### config.mk
export PLATFORM = sky130hd
export DESIGN_NAME = block_pixel_loader
export DESIGN_NICKNAME = d
export VERILOG_FILES = /design/src/rtl/block_pixel_loader.sv
export SDC_FILE = /design/constraint.sdc
export NUM_CORES = 1
export LEC_CHECK = 0
export BUFFER_PORTS_ARGS = -buffer_cell sky130_fd_sc_hd__buf_2
export CORE_UTILIZATION = 40
export CTS_CLUSTER_DIAMETER = 150
export CTS_CLUSTER_SIZE = 25
export DETAILED_ROUTE_END_ITERATION = 8
export PLACE_DENSITY = 0.56
export SLEW_MARGIN = 10
export SYNTH_ARGS = -nofsm -noshare
export SYNTH_HDL_FRONTEND = slang
export SYNTH_SLANG_ARGS = --single-unit
### constraint.sdc
create_clock -name clk -period 2.85 [get_ports clk]
set_clock_uncertainty 0.1 [all_clocks]
set_input_delay 0.285 -clock clk [delete_from_list [all_inputs] [get_ports clk]]
set_output_delay 0.285 -clock clk [all_outputs]
set_load 0.01 [all_outputs]
### src/rtl/block_pixel_loader.sv
// block_pixel_loader: fetches a BLK x BLK grid of subsampled frame pixels
// starting at a block origin. Memory reads are pipelined with a fixed
// latency. Samples that fall outside the frame are replaced with FILL. The
// finished block is published as one packed vector together with a single
// done pulse.
//
// Handshake: start is a request that is taken only while busy is low. A start
// seen while busy is high is dropped, not queued. done is a one-cycle strobe.
// block_pixels is valid from the done cycle until the next done.
module block_pixel_loader #(
    parameter int PIX_W   = 9,
    parameter int BLK     = 4,
    parameter int STEP_SH = 1,
    parameter int ORG_SH  = 3,
    parameter int COORD_W = 8,
    parameter int ADDR_W  = 10,
    parameter int MEM_LAT = 2,
    parameter int FRAME_W = 640,
    parameter int FRAME_H = 480,
    parameter int FILL    = 0
) (
    input  logic                       clk,
    input  logic                       reset,
    input  logic                       start,
    input  logic [COORD_W-1:0]         block_x,
    input  logic [COORD_W-1:0]         block_y,
    input  logic [PIX_W-1:0]           memory_in,
    output logic [ADDR_W-1:0]          mem_hcount,
    output logic [ADDR_W-1:0]          mem_vcount,
    output logic                       busy,
    output logic                       done,
    output logic [BLK*BLK*PIX_W-1:0]   block_pixels
);
    localparam int N  = BLK * BLK;
    localparam int FW = COORD_W + ORG_SH + 1;
    localparam int KW = (N > 1) ? $clog2(N) : 1;
    localparam int CW = (BLK > 1) ? $clog2(BLK) : 1;
    localparam int DW = (MEM_LAT > 1) ? $clog2(MEM_LAT) : 1;
    localparam logic [PIX_W-1:0] FILL_PIX = PIX_W'(FILL);

    typedef enum logic [1:0] {IDLE, ISSUE, DRAIN} state_t;

    state_t             state;
    logic [COORD_W-1:0] bx_q, by_q;
    logic [KW-1:0]      k_q;
    logic [CW-1:0]      col_q, row_q;
    logic [DW-1:0]      drain_q;
    logic               clip_q;

    // Tag pipeline. Each stage carries {valid, clip, k} and lines up with the
    // data returning from memory.
    logic [MEM_LAT-1:0]         tag_v;
    logic [MEM_LAT-1:0]         tag_c;
    logic [MEM_LAT-1:0][KW-1:0] tag_k;

    logic [N*PIX_W-1:0] shadow, shadow_next;

    logic [COORD_W-1:0] src_bx, src_by;
    logic [CW-1:0]      src_col, src_row;
    logic [FW-1:0]      h_full, v_full;
    logic               clip_next;

    // Address and clip for the sample that is loaded into mem_*count at the next edge.
    always_comb begin
        src_bx  = bx_q;
        src_by  = by_q;
        src_col = col_q;
        src_row = row_q;
        if (state == IDLE) begin
            src_bx  = block_x;
            src_by  = block_y;
            src_col = '0;
            src_row = '0;
        end else if (col_q == CW'(BLK - 1)) begin
            src_col = '0;
            src_row = row_q + 1'b1;
        end else begin
            src_col = col_q + 1'b1;
        end
        h_full    = (FW'(src_bx) << ORG_SH) + (FW'(src_col) << STEP_SH);
        v_full    = (FW'(src_by) << ORG_SH) + (FW'(src_row) << STEP_SH);
        clip_next = (h_full >= FW'(FRAME_W)) || (v_full >= FW'(FRAME_H));
    end

    // Control FSM: accept, issue N addresses, drain the read pipeline, then publish.
    always_ff @(posedge clk) begin
        if (reset) begin
            state        <= IDLE;
            busy         <= 1'b0;
            done         <= 1'b0;
            mem_hcount   <= '0;
            mem_vcount   <= '0;
            block_pixels <= '0;
            bx_q         <= '0;
            by_q         <= '0;
            k_q          <= '0;
            col_q        <= '0;
            row_q        <= '0;
            drain_q      <= '0;
            clip_q       <= 1'b0;
        end else begin
            done <= 1'b0;
            case (state)
                IDLE: begin
                    if (start) begin
                        bx_q       <= block_x;
                        by_q       <= block_y;
                        k_q        <= '0;
                        col_q      <= '0;
                        row_q      <= '0;
                        drain_q    <= '0;
                        mem_hcount <= h_full[ADDR_W-1:0];
                        mem_vcount <= v_full[ADDR_W-1:0];
                        clip_q     <= clip_next;
                        busy       <= 1'b1;
                        state      <= ISSUE;
                    end
                end
                ISSUE: begin
                    if (k_q == KW'(N - 1)) begin
                        drain_q <= '0;
                        state   <= DRAIN;
                    end else begin
                        k_q        <= k_q + 1'b1;
                        col_q      <= src_col;
                        row_q      <= src_row;
                        mem_hcount <= h_full[ADDR_W-1:0];
                        mem_vcount <= v_full[ADDR_W-1:0];
                        clip_q     <= clip_next;
                    end
                end
                DRAIN: begin
                    if (drain_q == DW'(MEM_LAT - 1)) begin
                        // The last sample lands at this same edge, so publish the merged view.
                        block_pixels <= shadow_next;
                        done         <= 1'b1;
                        busy         <= 1'b0;
                        state        <= IDLE;
                    end else begin
                        drain_q <= drain_q + 1'b1;
                    end
                end
                default: state <= IDLE;
            endcase
        end
    end

    // Shift issued-sample tags alongside the memory read latency.
    always_ff @(posedge clk) begin
        if (reset) begin
            tag_v <= '0;
            tag_c <= '0;
            tag_k <= '0;
        end else begin
            tag_v[0] <= (state == ISSUE);
            tag_c[0] <= clip_q;
            tag_k[0] <= k_q;
            for (int i = 1; i < MEM_LAT; i++) begin
                tag_v[i] <= tag_v[i-1];
                tag_c[i] <= tag_c[i-1];
                tag_k[i] <= tag_k[i-1];
            end
        end
    end

    // Shadow buffer with the returning sample merged into its slot.
    always_comb begin
        shadow_next = shadow;
        if (tag_v[MEM_LAT-1])
            shadow_next[tag_k[MEM_LAT-1]*PIX_W +: PIX_W] =
                tag_c[MEM_LAT-1] ? FILL_PIX : memory_in;
    end

    // Register the shadow buffer.
    always_ff @(posedge clk) begin
        if (reset) shadow <= '0;
        else       shadow <= shadow_next;
    end
endmodule

==> results.toml <==
[power_and_ir_drop]
comb_power_share = 0.050
p_leak_nw = 5.48
power_switching_mw = 1.83
finalPower_mw = 7.97
clkPwrFrac = 0.330
p_int_mw = 6.14
ir_drop_uv = 329
sw_frac_of_total = 0.229
powerDensity_mw_per_mm2 = 516
seq_power_share = 0.620

[setup_path]
worst_path_max_delay_cell = "or3b_4"
worst-path-buf-inv = 1
crit_family = "simple AND/OR/NAND/NOR gates"
crit_chain = "inv_1 -> ha_1 -> or3b_4 -> nor3_1 -> o21ai_1 -> a311oi_1"
worstPathMaxFanout = 31
start_kind = "flip-flop"
cp-end-kind = "flip-flop"
max_stage_delay_ps = 590
cp.arrival_ps = 3010
required_ps = 3170
crit_type = "flip-flop to flip-flop"

[routing]
vias_per_cell = 5.62
wl_met2_um = 17600
top_layer = "met4"
wl_per_cell_um = 18.8
drc = 0
dr.pass1.iters = 5
ant_nets = 0
wl_met3_um = 2420
wl_met1_um = 18100
vias = 11700
routed_wl_um = 39100
dr.first_iter.drc_count = 899

[die]
pin_count = 194
die_w_um = 185
die_h_um = 185
die_area_mm2 = 0.0341
initial_core_util = 0.409
num_rows = 66
core_area_mm2 = 0.0327

[place]
globalplace.congestion = 0.877
portBuffers = 191
dpl.hpwl_um = 26600
place_inst = 2042
place_ws_ps = 53.2
postPlaceCellArea_mm2 = 0.0148

[layout]
drive_above_1_share = 0.176
final_common_cell = "dfxtp_1"
final_cells = 2076
areaGrowthSynthToFinish_pct = 15.6
final_area_mm2 = 0.0154
nNetsFinal = 1669
antennaDiodeCount = 0
layout_common_cells = "348 x dfxtp_1, 190 x buf_2, 189 x nor2_1, 159 x a21oi_1, 149 x a311oi_1"

[logic_synthesis]
yosys.area.top_type_share = 0.521
async_flop_share = 0
synth_edf_count = 0
synth_seq_cells = 348
ys.flop_type = "dfxtp_1"
yosysSeqAreaShare = 0.521
postSynthCellCount = 1496
ys_top_cells_by_area = "dfxtp_1 52%, a311oi_1 9.8%, a21oi_1 6.0%, nor2_1 5.3%, o21ai_0 4.3%"
yosys.area.top_type = "dfxtp_1"
synth_warnings = 0
postSynthAreaPerCell_um2 = 8.93
syn-cell-area_mm2 = 0.0134
synth.distinct_cells = 56

[cts]
clk_latency_ps = 510
ctsHtreeMaxLevel = 1
cts_buffers = 17
path_clk_slew_ps = 100
cts.sinks = 348
clock_path_buffers = 3
root_buffer = "clkbuf_16"
tritoncts = "built"

[global_routing]
grt_max_degree = 145
grt_usage = 0.226
overflow = 0
grt_pass1_vias = 10500
antenna_found_initial = 0
grt_pass1_wl_um = 60800

[sta]
setup_ws_ps = 163
tns_ps = 0
setup_violations = 0
worstMarginPinSlew_ps = 1010
rsz0062_at_grt = "false"
hold_viol = 0
final.min_clock_period_ps = 2690
relSlewSlack = 0.324
slew_violations = 0
fmax_mhz = 372
period_share = 0.943

[min_path]
min_path_type = "input port to flip-flop"

[status]
status = "completed"

[job]
cap_violations = 0
-- worst paths after layout --
kind                            startpoint           endpoint  slack [ps]  cells past startpoint
worst max-delay path              tag_k[5]  block_pixels[115]         160                      6
worst min-delay path                 reset           state[0]         120                      2
worst max register to register    tag_k[5]  block_pixels[115]         160                      6
worst min register to register    tag_k[3]           tag_k[7]         350                      1
-- layout make-up --
type	instances	area (um2)
clock buffers	18	439
multi-input cells	1000	5780
inverters	4	15.0
well taps	442	553
repair buffers	264	1690
fillers	3255	17300
flip-flops and latches	348	6970
-- routing by layer --
metal  up-vias  global-route usage
met1      5524               0.323
li1       5746                   -
met5         -                   0
met2       338               0.347
met4         0              0.0658
met3        61              0.0360
-- cells by family after synthesis --
kind of cell,Yosys count,share of synthesized area
adders and majority gates,6,0.00562
buffers and inverters,149,0.0501
AOI/OAI and AO/OA,515,0.257
and+or+nand+nor,463,0.156
muxes,9,0.00674
DFF,348,0.521
xor gates and xnor gates,5,0.00328
other,1,0.000281
-- flip-flops by register name, indices dropped and copies added, names as in the netlist --
register	cells
by_q	8
col_q	2
state	2
k_q	4
tag_c	2
shadow	144
row_q	2
mem_hcount	9
bx_q	8
block_pixels	144
tag_k	8
done	1
busy	1
mem_vcount	9
tag_v	2
clip_q	1
drain_q	1
-- cell usage after synthesis (3+ instances only) --
cell and count:
dfxtp_1 348, nor2_1 189, a21oi_1 159, a311oi_1 149, o21ai_0 116, nand2_1 106, clkbuf_1 103, nand3_1 75
o211ai_1 28, nor3_1 25, nor2b_1 21, o311ai_0 18, buf_2 17, nand2b_1 12, buf_4 11, o21ai_1 11
a211oi_1 10, mux2i_1 9, nor4_1 8, buf_1 6, buf_6 6, ha_1 6, or3_1 5, and3_1 4
inv_1 4, nand4_1 4, xnor2_1 4, a211o_1 3, a21o_1 3, nor3b_2 3
-- metrics by stage --
| step | utilization | hold slack (ps) |
|---|---|---|
| 5_1_grt | 0.472 | 173 |
| 3_3_place_gp | 0.453 | 332 |
| 6_report | 0.472 | 118 |
| 2_1_floorplan | - | 291 |
| 4_1_cts | 0.471 | 121 |
| 3_5_place_dp | 0.453 | 334 |
-- power by group through the flow --
stage | sequential (mW) | clock [mW] | combinational (mW)
floorplan | 5.05 | 0 | 0.239
detailed placement | 5.05 | 0 | 0.379
finish | 4.94 | 2.63 | 0.400
CTS | 4.94 | 2.71 | 0.396
global placement | 5.05 | 0 | 0.378
global route | 4.95 | 2.90 | 0.437
-- timing repair --
action / in CTS / in global routing
endpoints found under the hold margin: 30 / 0
gates resized for setup: 0 / 6
endpoints found under the setup margin: 0 / 11
hold buffers: 16 / 0
setup buffers: 0 / 0
No activity file was read; power rests on OpenSTA's default activity.
